### src/rtl/sev_seg_scan_ctrl_if.sv
// Digit-write, mask-load and scan-output bundle for the seven-segment scanner.
// The master side is the register writer; the slave side is the scan controller.
interface sev_seg_scan_ctrl_if;
  logic       bEnable;
  logic       bWrValid;
  logic       bWrReady;
  logic [2:0] bWrAddr;
  logic [3:0] bWrData;
  logic       bWrDp;
  logic       bMaskWrValid;
  logic [7:0] bMaskData;
  logic [7:0] bDigitSel;
  logic [7:0] bSegmentOutput;
  logic [2:0] bScanIdx;
  logic       bFrameTick;

  modport master (
    output bEnable, bWrValid, bWrAddr, bWrData, bWrDp, bMaskWrValid, bMaskData,
    input  bWrReady, bDigitSel, bSegmentOutput, bScanIdx, bFrameTick
  );

  modport slave (
    input  bEnable, bWrValid, bWrAddr, bWrData, bWrDp, bMaskWrValid, bMaskData,
    output bWrReady, bDigitSel, bSegmentOutput, bScanIdx, bFrameTick
  );
endinterface

### src/rtl/sev_seg_scan_ctrl.sv
// Eight-digit multiplexed seven-segment scanner: each slot is a dark blank phase followed by a show phase.
// All outputs registered; digit writes are always accepted outside reset (no backpressure).
module sev_seg_scan_ctrl #(
  parameter int CLKS_PER_DIGIT = 100000,
  parameter int BLANK_CLKS     = 1000
) (
  input logic            BrdClk,
  input logic            aReset,
  sev_seg_scan_ctrl_if.slave bus
);

  localparam int CW = $clog2(CLKS_PER_DIGIT);
  localparam logic [CW-1:0] BLANK_LAST = CW'(BLANK_CLKS - 1);
  localparam logic [CW-1:0] SHOW_LAST  = CW'(CLKS_PER_DIGIT - BLANK_CLKS - 1);

  typedef enum logic [1:0] {IDLE, BLANK, SHOW} state_t;

  typedef struct packed {
    logic [3:0] val;
    logic       dp;
    logic       en;
  } shadow_t;

  state_t          state, state_nxt;
  logic [CW-1:0]   cnt, cnt_nxt;
  logic [2:0]      idx, idx_nxt;
  shadow_t         shadow, shadow_nxt;
  logic            tick_nxt, tick_q;
  logic [7:0]      sel_nxt, sel_q;
  logic [7:0]      seg_nxt, seg_q;
  logic            wr_ready;
  logic [7:0][3:0] dig_val;
  logic [7:0]      dig_dp;
  logic [7:0]      mask;

  function automatic logic [7:0] font(input logic [3:0] v);
    case (v)
      4'h0: font = 8'h03;  4'h1: font = 8'h9F;  4'h2: font = 8'h25;  4'h3: font = 8'h0D;
      4'h4: font = 8'h99;  4'h5: font = 8'h49;  4'h6: font = 8'h41;  4'h7: font = 8'h1F;
      4'h8: font = 8'h01;  4'h9: font = 8'h09;  4'hA: font = 8'h11;  4'hB: font = 8'hC1;
      4'hC: font = 8'h63;  4'hD: font = 8'h85;  4'hE: font = 8'h61;  default: font = 8'h71;
    endcase
  endfunction

  always_comb begin
    state_nxt  = state;
    cnt_nxt    = cnt + 1'b1;
    idx_nxt    = idx;
    shadow_nxt = shadow;
    tick_nxt   = 1'b0;
    if (!bus.bEnable) begin
      state_nxt = IDLE;
      cnt_nxt   = '0;
      idx_nxt   = '0;
    end else begin
      case (state)
        IDLE: begin
          state_nxt = BLANK;
          cnt_nxt   = '0;
          idx_nxt   = '0;
          tick_nxt  = 1'b1;
        end
        BLANK: begin
          if (cnt == BLANK_LAST) begin
            state_nxt  = SHOW;
            cnt_nxt    = '0;
            shadow_nxt = {dig_val[idx], dig_dp[idx], mask[idx]};
          end
        end
        SHOW: begin
          if (cnt == SHOW_LAST) begin
            state_nxt = BLANK;
            cnt_nxt   = '0;
            idx_nxt   = idx + 3'd1;
            tick_nxt  = (idx == 3'd7);
          end
        end
        default: begin
          state_nxt = IDLE;
          cnt_nxt   = '0;
          idx_nxt   = '0;
        end
      endcase
    end

    // Outputs are computed from next-state values so the registered pins line up with the state.
    sel_nxt = 8'hFF;
    seg_nxt = 8'hFF;
    if (state_nxt == SHOW && shadow_nxt.en) begin
      sel_nxt = ~(8'h01 << idx_nxt);
      seg_nxt = font(shadow_nxt.val) & {7'h7F, ~shadow_nxt.dp};
    end
  end

  always_ff @(posedge BrdClk or posedge aReset) begin
    if (aReset) begin
      state    <= IDLE;
      cnt      <= '0;
      idx      <= '0;
      shadow   <= '0;
      tick_q   <= 1'b0;
      sel_q    <= 8'hFF;
      seg_q    <= 8'hFF;
      wr_ready <= 1'b0;
      dig_val  <= '0;
      dig_dp   <= '0;
      mask     <= 8'h01;
    end else begin
      state    <= state_nxt;
      cnt      <= cnt_nxt;
      idx      <= idx_nxt;
      shadow   <= shadow_nxt;
      tick_q   <= tick_nxt;
      sel_q    <= sel_nxt;
      seg_q    <= seg_nxt;
      wr_ready <= 1'b1;
      if (bus.bWrValid && wr_ready) begin
        dig_val[bus.bWrAddr] <= bus.bWrData;
        dig_dp[bus.bWrAddr]  <= bus.bWrDp;
      end
      if (bus.bMaskWrValid) begin
        mask <= bus.bMaskData;
      end
    end
  end

  assign bus.bWrReady       = wr_ready;
  assign bus.bDigitSel      = sel_q;
  assign bus.bSegmentOutput = seg_q;
  assign bus.bScanIdx       = idx;
  assign bus.bFrameTick     = tick_q;

endmodule
### src/flat_wrapper.sv
// flat-port wrapper written by rule: the top's interface ports become plain ports
module sev_seg_scan_ctrl_flat 
#(
  parameter int CLKS_PER_DIGIT = 100000,
  parameter int BLANK_CLKS     = 1000
)
  (BrdClk, aReset, bus_bEnable, bus_bWrValid, bus_bWrAddr, bus_bWrData, bus_bWrDp, bus_bMaskWrValid, bus_bMaskData, bus_bWrReady, bus_bDigitSel, bus_bSegmentOutput, bus_bScanIdx, bus_bFrameTick);
  sev_seg_scan_ctrl_if bus_i ();
  input logic BrdClk;
  input logic aReset;
  input wire logic [$bits(bus_i.bEnable)-1:0] bus_bEnable;
  input wire logic [$bits(bus_i.bWrValid)-1:0] bus_bWrValid;
  input wire logic [$bits(bus_i.bWrAddr)-1:0] bus_bWrAddr;
  input wire logic [$bits(bus_i.bWrData)-1:0] bus_bWrData;
  input wire logic [$bits(bus_i.bWrDp)-1:0] bus_bWrDp;
  input wire logic [$bits(bus_i.bMaskWrValid)-1:0] bus_bMaskWrValid;
  input wire logic [$bits(bus_i.bMaskData)-1:0] bus_bMaskData;
  output wire logic [$bits(bus_i.bWrReady)-1:0] bus_bWrReady;
  output wire logic [$bits(bus_i.bDigitSel)-1:0] bus_bDigitSel;
  output wire logic [$bits(bus_i.bSegmentOutput)-1:0] bus_bSegmentOutput;
  output wire logic [$bits(bus_i.bScanIdx)-1:0] bus_bScanIdx;
  output wire logic [$bits(bus_i.bFrameTick)-1:0] bus_bFrameTick;
  assign bus_i.bEnable = bus_bEnable;
  assign bus_i.bWrValid = bus_bWrValid;
  assign bus_i.bWrAddr = bus_bWrAddr;
  assign bus_i.bWrData = bus_bWrData;
  assign bus_i.bWrDp = bus_bWrDp;
  assign bus_i.bMaskWrValid = bus_bMaskWrValid;
  assign bus_i.bMaskData = bus_bMaskData;
  assign bus_bWrReady = bus_i.bWrReady;
  assign bus_bDigitSel = bus_i.bDigitSel;
  assign bus_bSegmentOutput = bus_i.bSegmentOutput;
  assign bus_bScanIdx = bus_i.bScanIdx;
  assign bus_bFrameTick = bus_i.bFrameTick;
  sev_seg_scan_ctrl #(.CLKS_PER_DIGIT(CLKS_PER_DIGIT), .BLANK_CLKS(BLANK_CLKS)) u_core (.BrdClk(BrdClk), .aReset(aReset), .bus(bus_i));
endmodule
### config.mk
export PLATFORM = sky130hd
export DESIGN_NAME = sev_seg_scan_ctrl_flat
export DESIGN_NICKNAME = d
export VERILOG_FILES = /design/src/rtl/sev_seg_scan_ctrl_if.sv /design/src/rtl/sev_seg_scan_ctrl.sv /design/src/flat_wrapper.sv
export SDC_FILE = /design/constraint.sdc
export NUM_CORES = 1
export LEC_CHECK = 0
export CAP_MARGIN = 20
export CORE_MARGIN = 2
export CORE_UTILIZATION = 30
export CTS_BUF_LIST = sky130_fd_sc_hd__clkbuf_16
export DETAILED_ROUTE_END_ITERATION = 7
export GPL_ROUTABILITY_DRIVEN = 0
export PLACE_DENSITY = 0.55
export SYNTH_ARGS = -nofsm -noshare
export SYNTH_HDL_FRONTEND = slang
export SYNTH_SLANG_ARGS = --single-unit
### constraint.sdc
create_clock -name BrdClk -period 3.4 [get_ports BrdClk]
set_input_delay 0.51 -clock BrdClk [delete_from_list [all_inputs] [get_ports BrdClk]]
set_output_delay 0.51 -clock BrdClk [all_outputs]
set_load 0.03 [all_outputs]
==> summary.md, run 1 <==
| Metric | Value |
|---|---|
| Netlist cell types | 49 |
| TNS Setup | 0 ns |
| Layout net count | 422 |
| Worst VDD drop | 0.000252 V |
| Syn Inst Count | about 340 |
| Critical Path Source Type | flop |
| CTS sink cnt | 94 |
| TritonCTS clock tree | yes |
| CP arrival | 3.33 ns |
| Vias in the first global route | 2895 |
| Slowest stage delay, CP | 0.57 ns |
| Int Power | 0.00200 W |
| Comb power frac | 0.109 |
| CP Capture Type | flop |
| First-pass GRT wire length | 15100 um |
| Setup Crit Path Kind | flop to flop |
| RSZ-0062 raised after global routing | false |
| WP data required | 3.67 ns |
| Layout Utilization | 0.372 |
| Routed Antenna Nets | 0 |
| Ant diodes | 0 |
| CP Cell Sequence | or4_4 > and4bb_4 > and2_1 > o21ai_0 > inv_1 > ha_1 > inv_1 > nor3_1 > a21oi_1 > o211ai_1 |
| Num CTS Buffers | 9 |
| Initial Util | 0.306 |
| Dpl cell area | 5080 sq um |
| P_leak | about 2.2 nW |
| Crit path buffers/inverters | 2 |
| Hold_ws | 0.484 ns |
| Total GRT Usage | 0.123 |
| Clock transition at the registers of the reported paths | 0.06 ns |
| GR Overflow Total | 0 |
| Area of the multi-input gates | 1960 sq um |
| Clock power frac | 0.388 |
| Die area | between 15000 and 20000 sq um |
| Sw Pwr | 0.000592 W |
| Root buf cell | clkbuf_16 |
| DRC Markers | 0 |
| Largest net degree at the start of global routing | 42 |
| Row Count | 44 |
| Area grow syn2layout | 21.5% |
| Max-slew headroom | 0.570 |
| Fin. Hold Viols | 0 |
| Async SR Flop Fraction | 1.00 |
| Most used DFF post-synth | dfrtp_1 |
| PD cells | 481 nW/um^2 |
| DRT Pass-1 Iters | 4 |
| Period utilisation layout | 0.900 |
| Worst skew pair latency | 0.35 ns |
| Synth warn | 0 |
| Clock Skew | 0.00880 ns |
| Cts hold-fix bufs | 0 |
| Die height | 126 um |
| CP top delay family | simple AND/OR/NAND/NOR gates |
| Top cell type's share of synthesized area | 0.435 |
| Fin area | 5380 sq um |
| Net Sw Frac | 0.229 |
| Most common cell in the netlist | dfrtp_1 |
| Layout fillers | 1392 |
| Dpl hpwl | 6360 um |
| Post-synthesis sequential area ratio | 0.536 |
| Final total power | 0.00259 W |
| Vias/cell | 4.84 |
| Setup Buffers After CTS | 0 |
| Register Area | 2370 sq um |
| Clock buffer depth | 2 |
| Synthesized net count | about 380 |
| CP max stage cell | or4_4 |
| Input/output buffers | 41 |
| Total Wirelength | 9000 um |
| Initial antenna violation count | 0 |
| Fmax | 327 MHz |
| Max Slew Vio Count | 0 |
| I/O pins | between 40 and 50 |
| Post-CTS Resized | 0 |
| Post-synth EDFFs | 0 |
| Number of DRC markers in iteration 0 | between 150 and 200 |
| Top post-synthesis cells by count | dfrtp_1 (77), mux2_2 (51), nor2_1 (31), dfstp_2 (17), nand3_1 (15) |
| Cell area after synthesis | 4430 sq um |
| Sequential share of power | 0.503 |
| Layout cell share with drive strength beyond 1 | 0.274 |
| Avg Inst Size Synth | 13.0 sq um |
| Critical path peak fanout | 8 |
| #FFs+latches synth | 94 |
| Floorplan core area | between 10000 and 15000 sq um |
| Wire length per cell | 15.6 um |
| Die width | 126 um |
| Final min period | 3.06 ns |
| Synth area leader | dfrtp_1 |
| # Max-Cap Violations | 0 |
| Synth area leaders | dfrtp_1 (43%), mux2_2 (13%), dfstp_2 (10%) |
| Vias post-DR | 2795 |
| Critical Path Most Common Cell | inv_1 |
| Status | finished clean |
| Final setup vio count | 0 |
| H-tree levels | 3 |
| Worst slew pin tran | 0.643 ns |
| Hold WC Path Type | flop to flop |
==> layout by cell type, fill, tap and decap left out, drive strengths merged, types with 3 or more instances in the layout <==
master         Yosys  routed
nand4b             3       3
xor2              10      10
inv               11      13
mux4              12      12
a211oi             7       7
mux2              51      51
nor3               4       4
or3                3       3
clkinv             1       4
clkbuf             6      11
nand4              4       4
ha                12      12
nor2              31      31
nand4bb            3       3
a21o               3       3
o21ai              8       8
xnor2              5       5
a21oi              9       9
nand2b             5       5
and4               3       3
nand3             15      15
buf                5       6
clkdlybuf4s50      0      41
mux2i              7       7
nand2             10      10
dfstp             17      17
dfrtp             77      77
==> registers in the layout (all words and copies together) (netlist names) <==
| register | flops |
|---|---|
| u_core.bus.bDigitSel | 8 |
| u_core.bus.bFrameTick | 1 |
| u_core.bus.bScanIdx | 3 |
| u_core.bus.bSegmentOutput | 8 |
| u_core.bus.bWrReady | 1 |
| u_core.cnt | 17 |
| u_core.dig_dp | 8 |
| u_core.dig_val | 32 |
| u_core.mask | 8 |
| u_core.shadow | 6 |
| u_core.state | 2 |
==> power by group through the flow <==
stage / clock [W] / combinational, W / sequential (W)
CTS: 0.00105 / 0.000287 / 0.00130
global placement: 0 / 0.000279 / 0.00132
finish: 0.00101 / 0.000282 / 0.00130
detailed placement: 0 / 0.000286 / 0.00132
floorplan: 0 / 0.000207 / 0.00131
global route: 0.00109 / 0.000308 / 0.00132
==> cell type report <==
class	instances	area share
Timing Repair Buffer	47	0.0869
Tap cell	184	0.0428
Clock buffer	11	0.0511
Multi-Input combinational cell	225	0.364
Inverter	12	0.00860
Clock inverter	5	0.00535
Sequential cell	94	0.441
==> worst paths after layout <==
check,from,to,slack [ns],cells past startpoint
worst max register to register,u_core.cnt[10]$_DFF_PP0_,u_core.bus.bSegmentOutput[1]$_DFF_PP1_,0.34,10
worst min-delay path,u_core.cnt[0]$_DFF_PP0_,u_core.cnt[0]$_DFF_PP0_,0.48,1
worst max-delay path,u_core.cnt[10]$_DFF_PP0_,u_core.bus.bSegmentOutput[1]$_DFF_PP1_,0.34,10
worst min register to register,u_core.cnt[0]$_DFF_PP0_,u_core.cnt[0]$_DFF_PP0_,0.48,1
max in group asynchronous,aReset,u_core.bus.bSegmentOutput[1]$_DFF_PP1_,2.11,3
min in group asynchronous,aReset,u_core.shadow[0]$_DFF_PP0_,0.53,2
==> kinds of logic (layout without fill, tap and decap cells) <==
| family | count (synthesis) | count (layout) | share of synthesized area |
|---|---|---|---|
| mux | 70 | 70 | 0.207 |
| flops | 94 | 94 | 0.536 |
| buf+inv | 23 | 75 | 0.0217 |
| compound gates | 34 | 34 | 0.0517 |
| other cells | 1 | 1 | 0.000846 |
| fa+ha+maj | 12 | 12 | 0.0339 |
| xor+xnor | 15 | 15 | 0.0297 |
| simple gates | 93 | 93 | 0.119 |
==> metrics by stage <==
| step | worst slack, ns | cells |
|---|---|---|
| finish | 0.339 | 578 |
| global route | 0.0467 | 578 |
| floorplan | 0.366 | 342 |
| global placement | 0.388 | 562 |
| detailed placement | 0.249 | 562 |
| CTS | 0.349 | 578 |
==> routing by layer <==
metal	routed length, um	global-route usage	up-vias	share of wire
met3	454	0.0415	15	0.050
met5	0	0	-	0
li1	-	-	1327	-
met2	4210	0.193	56	0.47
met1	4190	0.160	1397	0.46
met4	153	0.0399	0	0.017
(Power assumes the default switching activity.)
==> run 2: changes to the inputs <==
--- a/config.mk
+++ b/config.mk
@@ -5,13 +5,14 @@
 export SDC_FILE = /design/constraint.sdc
 export NUM_CORES = 1
 export LEC_CHECK = 0
+export ABC_AREA = 1
 export CAP_MARGIN = 20
 export CORE_MARGIN = 2
-export CORE_UTILIZATION = 30
+export CORE_UTILIZATION = 40
 export CTS_BUF_LIST = sky130_fd_sc_hd__clkbuf_16
 export DETAILED_ROUTE_END_ITERATION = 7
 export GPL_ROUTABILITY_DRIVEN = 0
-export PLACE_DENSITY = 0.55
+export PLACE_DENSITY = 0.69
 export SYNTH_ARGS = -nofsm -noshare
 export SYNTH_HDL_FRONTEND = slang
 export SYNTH_SLANG_ARGS = --single-unit
==> run 2 against run 1 <==
Effect of this change: first-iteration DRC count grew 52%; worst hold slack got worse by 0.018 ns; largest cell class unchanged; synthesized area grew 4.6%; critical path type unchanged; non-clock buffer count down 3; die area down 21%; maximum frequency grew 18%; clock skew is 0.0025 ns lower.
==> summary.md, run 2 <==
| Metric | Value |
|---|---|
| Vias in the first global route | 3632 |
| TNS Setup | 0 ns |
| P_leak | 2.54 nW |
| Clock Skew | 0.00635 ns |
| Status | finished clean |
| Post-placement cell count | 748 |
| Total GRT Usage | 0.172 |
| Worst VDD drop | 0.000288 V |
| Floorplan core area | approximately 11000 sq um |
| CP top delay family | flip-flops |
| # Max-Cap Violations | 0 |
| Initial Util | 0.408 |
| CP Capture Point | u_core.bus.bSegmentOutput[2]$_DFF_PP1_ |
| Num CTS Buffers | 9 |
| DRC Markers | 0 |
| Worst slew pin tran | 0.912 ns |
| R2R Setup Slk | 0.80 ns |
| Layout Utilization | 0.480 |
| H-tree levels | 3 |
| Critical path peak fanout | 16 |
| Vias/cell | roughly 5.0 |
| Dpl ws | 0.846 ns |
| Top cell type's share of synthesized area | 0.416 |
| Crit. Startpoint | u_core.bus.bScanIdx[1]$_DFF_PP0_ |
| Dpl hpwl | 7200 um |
| Routed Antenna Nets | 0 |
| Clock transition at the registers of the reported paths | 0.06 ns |
| Die height | 112 um |
| Die area | 12500 sq um |
| Layout net count | 649 |
| Post-CTS Resized | 0 |
| WP data required | between 3 and 4 ns |
| Ant diodes | 0 |
| Layout cell share with drive strength beyond 1 | 0.0918 |
| Synth warn | 0 |
| Largest net degree at the start of global routing | 54 |
| Period utilisation layout | 0.765 |
| Final setup vio count | 0 |
| CTS sink cnt | 94 |
| Cts hold-fix bufs | 0 |
| Clock buffer depth | 2 |
| Critical Path Source Type | flop |
| Final WS setup | 0.800 ns |
| Avg Inst Size Synth | 8.10 sq um |
| Setup Crit Path Kind | flop to flop |
| Number of flip-flops in the largest register | 32 |
| Non-Filler Instances | 764 |
| RSZ-0062 raised after global routing | false |
| Syn Inst Count | 572 |
| Multiplexer share of the synthesized area | 0.00972 |
| Area grow syn2layout | 17.8% |
| Netlist cell types | 33 |
| Top Registers | u_core.dig_val (32), u_core.cnt (17) |
| Post-synthesis sequential area ratio | 0.512 |
| Cell area after synthesis | 4630 sq um |
| Row Count | 39 |
| GR Overflow Total | 0 |
| RR Endpoint | u_core.bus.bSegmentOutput[2]$_DFF_PP1_ |
| Synth area leader | dfrtp_1 |
| Fmax | 385 MHz |
| Synth area leaders | dfrtp_1 (42%), nand2_1 (15%), dfstp_2 (9.6%) |
| CP max stage cell | dfrtp_1 |
| Post-Synth XOR/XNOR Area | 0.0170 |
| Top post-synthesis cells by count | nand2_1 (180), dfrtp_1 (77), o21ai_0 (60), nor2_1 (55), inv_1 (53) |
| Final total power | 0.00244 W |
| CP Capture Type | flop |
| Synthesized net count | 605 |
| Crit path buffers/inverters | 2 |
| Final min period | 2.60 ns |
| Total Wirelength | 10200 um |
| Number of DRC markers in iteration 0 | 272 |
| Crit. path cell count | 12 |
| Main combinational cell family by area after synthesis | simple AND/OR/NAND/NOR gates |
| Most used DFF post-synth | dfrtp_1 |
| Hold WC Path Type | flop to flop |
| First-pass GRT wire length | 17200 um |
| Slowest stage delay, CP | around 0.66 ns |
| Worst skew pair latency | approximately 0.34 ns |
| Wire length per cell | 13.3 um |
| Input/output buffers | between 40 and 50 |
| CP Cell Sequence | inv_1 > o21ai_0 > o21ai_0 > nand2_1 > nand2_1 > o21ai_1 > inv_1 > ha_1 > nand3_1 > nand2_1 > nand2_1 > nand3_1 |
| Setup Buffers After CTS | 0 |
| Beginning of the worst register-to-register path | u_core.bus.bScanIdx[1]$_DFF_PP0_ |
| #FFs+latches synth | 94 |
| R2r worst-path depth | 12 |
| Critical Path Most Common Cell | nand2_1 |
| Max Slew Vio Count | 0 |
| PD cells | 447 nW/um^2 |
| Commonest cells after routing, fill and taps aside | nand2_1 (180), dfrtp_1 (77), o21ai_0 (60), nor2_1 (55), inv_1 (53) |
| Vias post-DR | around 3800 |
| DRT Pass-1 Iters | 5 |
| Root buf cell | clkbuf_16 |
| CP arrival | ~2.9 ns |
| Async SR Flop Fraction | 1.00 |
| Fin. Hold Viols | 0 |
| I/O pins | 42 |
| Post-synth EDFFs | 0 |
| Reg with most FFs | u_core.dig_val |
| TritonCTS clock tree | yes |
| Simple-gate area share of the yosys netlist | 0.281 |
| Max-slew headroom | 0.391 |
| Area fraction in compound gates after synthesis | 0.0861 |
| Synth Area in Adders | 0.0324 |
| Most common cell in the netlist | nand2_1 |
| Die width | between 100 and 150 um |
| Most common cell after layout, fill and taps aside | nand2_1 |
| Initial antenna violation count | 0 |
run 2: worst min path at each step:
stage | cells past startpoint | endpoint | start
after floorplan | 1 | u_core.cnt[0]$_DFF_PP0_ | u_core.cnt[0]$_DFF_PP0_
after global placement | 1 | u_core.cnt[0]$_DFF_PP0_ | u_core.cnt[0]$_DFF_PP0_
after detailed placement | 1 | u_core.cnt[0]$_DFF_PP0_ | u_core.cnt[0]$_DFF_PP0_
after CTS | 1 | u_core.cnt[0]$_DFF_PP0_ | u_core.cnt[0]$_DFF_PP0_
after global routing | 1 | u_core.cnt[0]$_DFF_PP0_ | u_core.cnt[0]$_DFF_PP0_
final | 1 | u_core.cnt[0]$_DFF_PP0_ | u_core.cnt[0]$_DFF_PP0_
run 2: kinds of logic (layout without fill, tap and decap cells):
| logic type | count (synthesis) | count (layout) |
|---|---|---|
| and+or+nand+nor | 306 | 306 |
| DFF | 94 | 94 |
| AOI/OAI and AO/OA | 75 | 75 |
| buffers and inverters | 71 | 120 |
| adders and majority gates | 12 | 12 |
| xor gates and xnor gates | 9 | 9 |
| muxes | 4 | 4 |
| other | 1 | 1 |
run 2: cell type report:
| cell class | count | area (sq um) |
|---|---|---|
| Sequential cell | 94 | 2370 |
| Tap cell | 143 | 179 |
| Multi-Input combinational cell | 407 | 1980 |
| Clock buffer | 9 | 225 |
| Clock inverter | 7 | 32.5 |
| Fill cell | 1096 | 5910 |
| Inverter | 60 | 226 |
| Timing Repair Buffer | 44 | 445 |
run 2: worst reg2reg max path, delay by kind of cell, from the launching register on:
kind | cells | cell delay, ns
flip-flops | 1 | 0.66
AO/OA/AOI/OAI | 3 | 0.63
AND/OR/NAND/NOR | 6 | 0.43
adder cells (fa/ha/maj) | 1 | 0.24
buffers and inverters | 2 | 0.53
run 2: power by group:
part	internal (W)	switching (W)	leakage (nW)	total [W]
logic	0.000105	0.000144	1.25	0.000249
clock network	0.000483	0.000417	0.129	0.000900
registers	0.00123	0.0000625	1.16	0.00129
total	0.00182	0.000623	2.54	0.00244
run 2: routing by layer:
metal	wire [um]	track usage	up-vias
met5	0	0	-
met1	4980	0.233	1795
met4	193	0.0782	0
met3	389	0.0310	14
li1	-	-	1902
met2	4590	0.270	80
run 2: stage by stage:
| step | cell area, sq um | hold WS [ns] |
|---|---|---|
| 2_1_floorplan | 4630 | 0.433 |
| 3_3_place_gp | 5200 | 0.447 |
| 3_5_place_dp | 5200 | 0.454 |
| 4_1_cts | 5460 | 0.463 |
| 5_1_grt | 5460 | 0.491 |
| 6_report | 5460 | 0.466 |
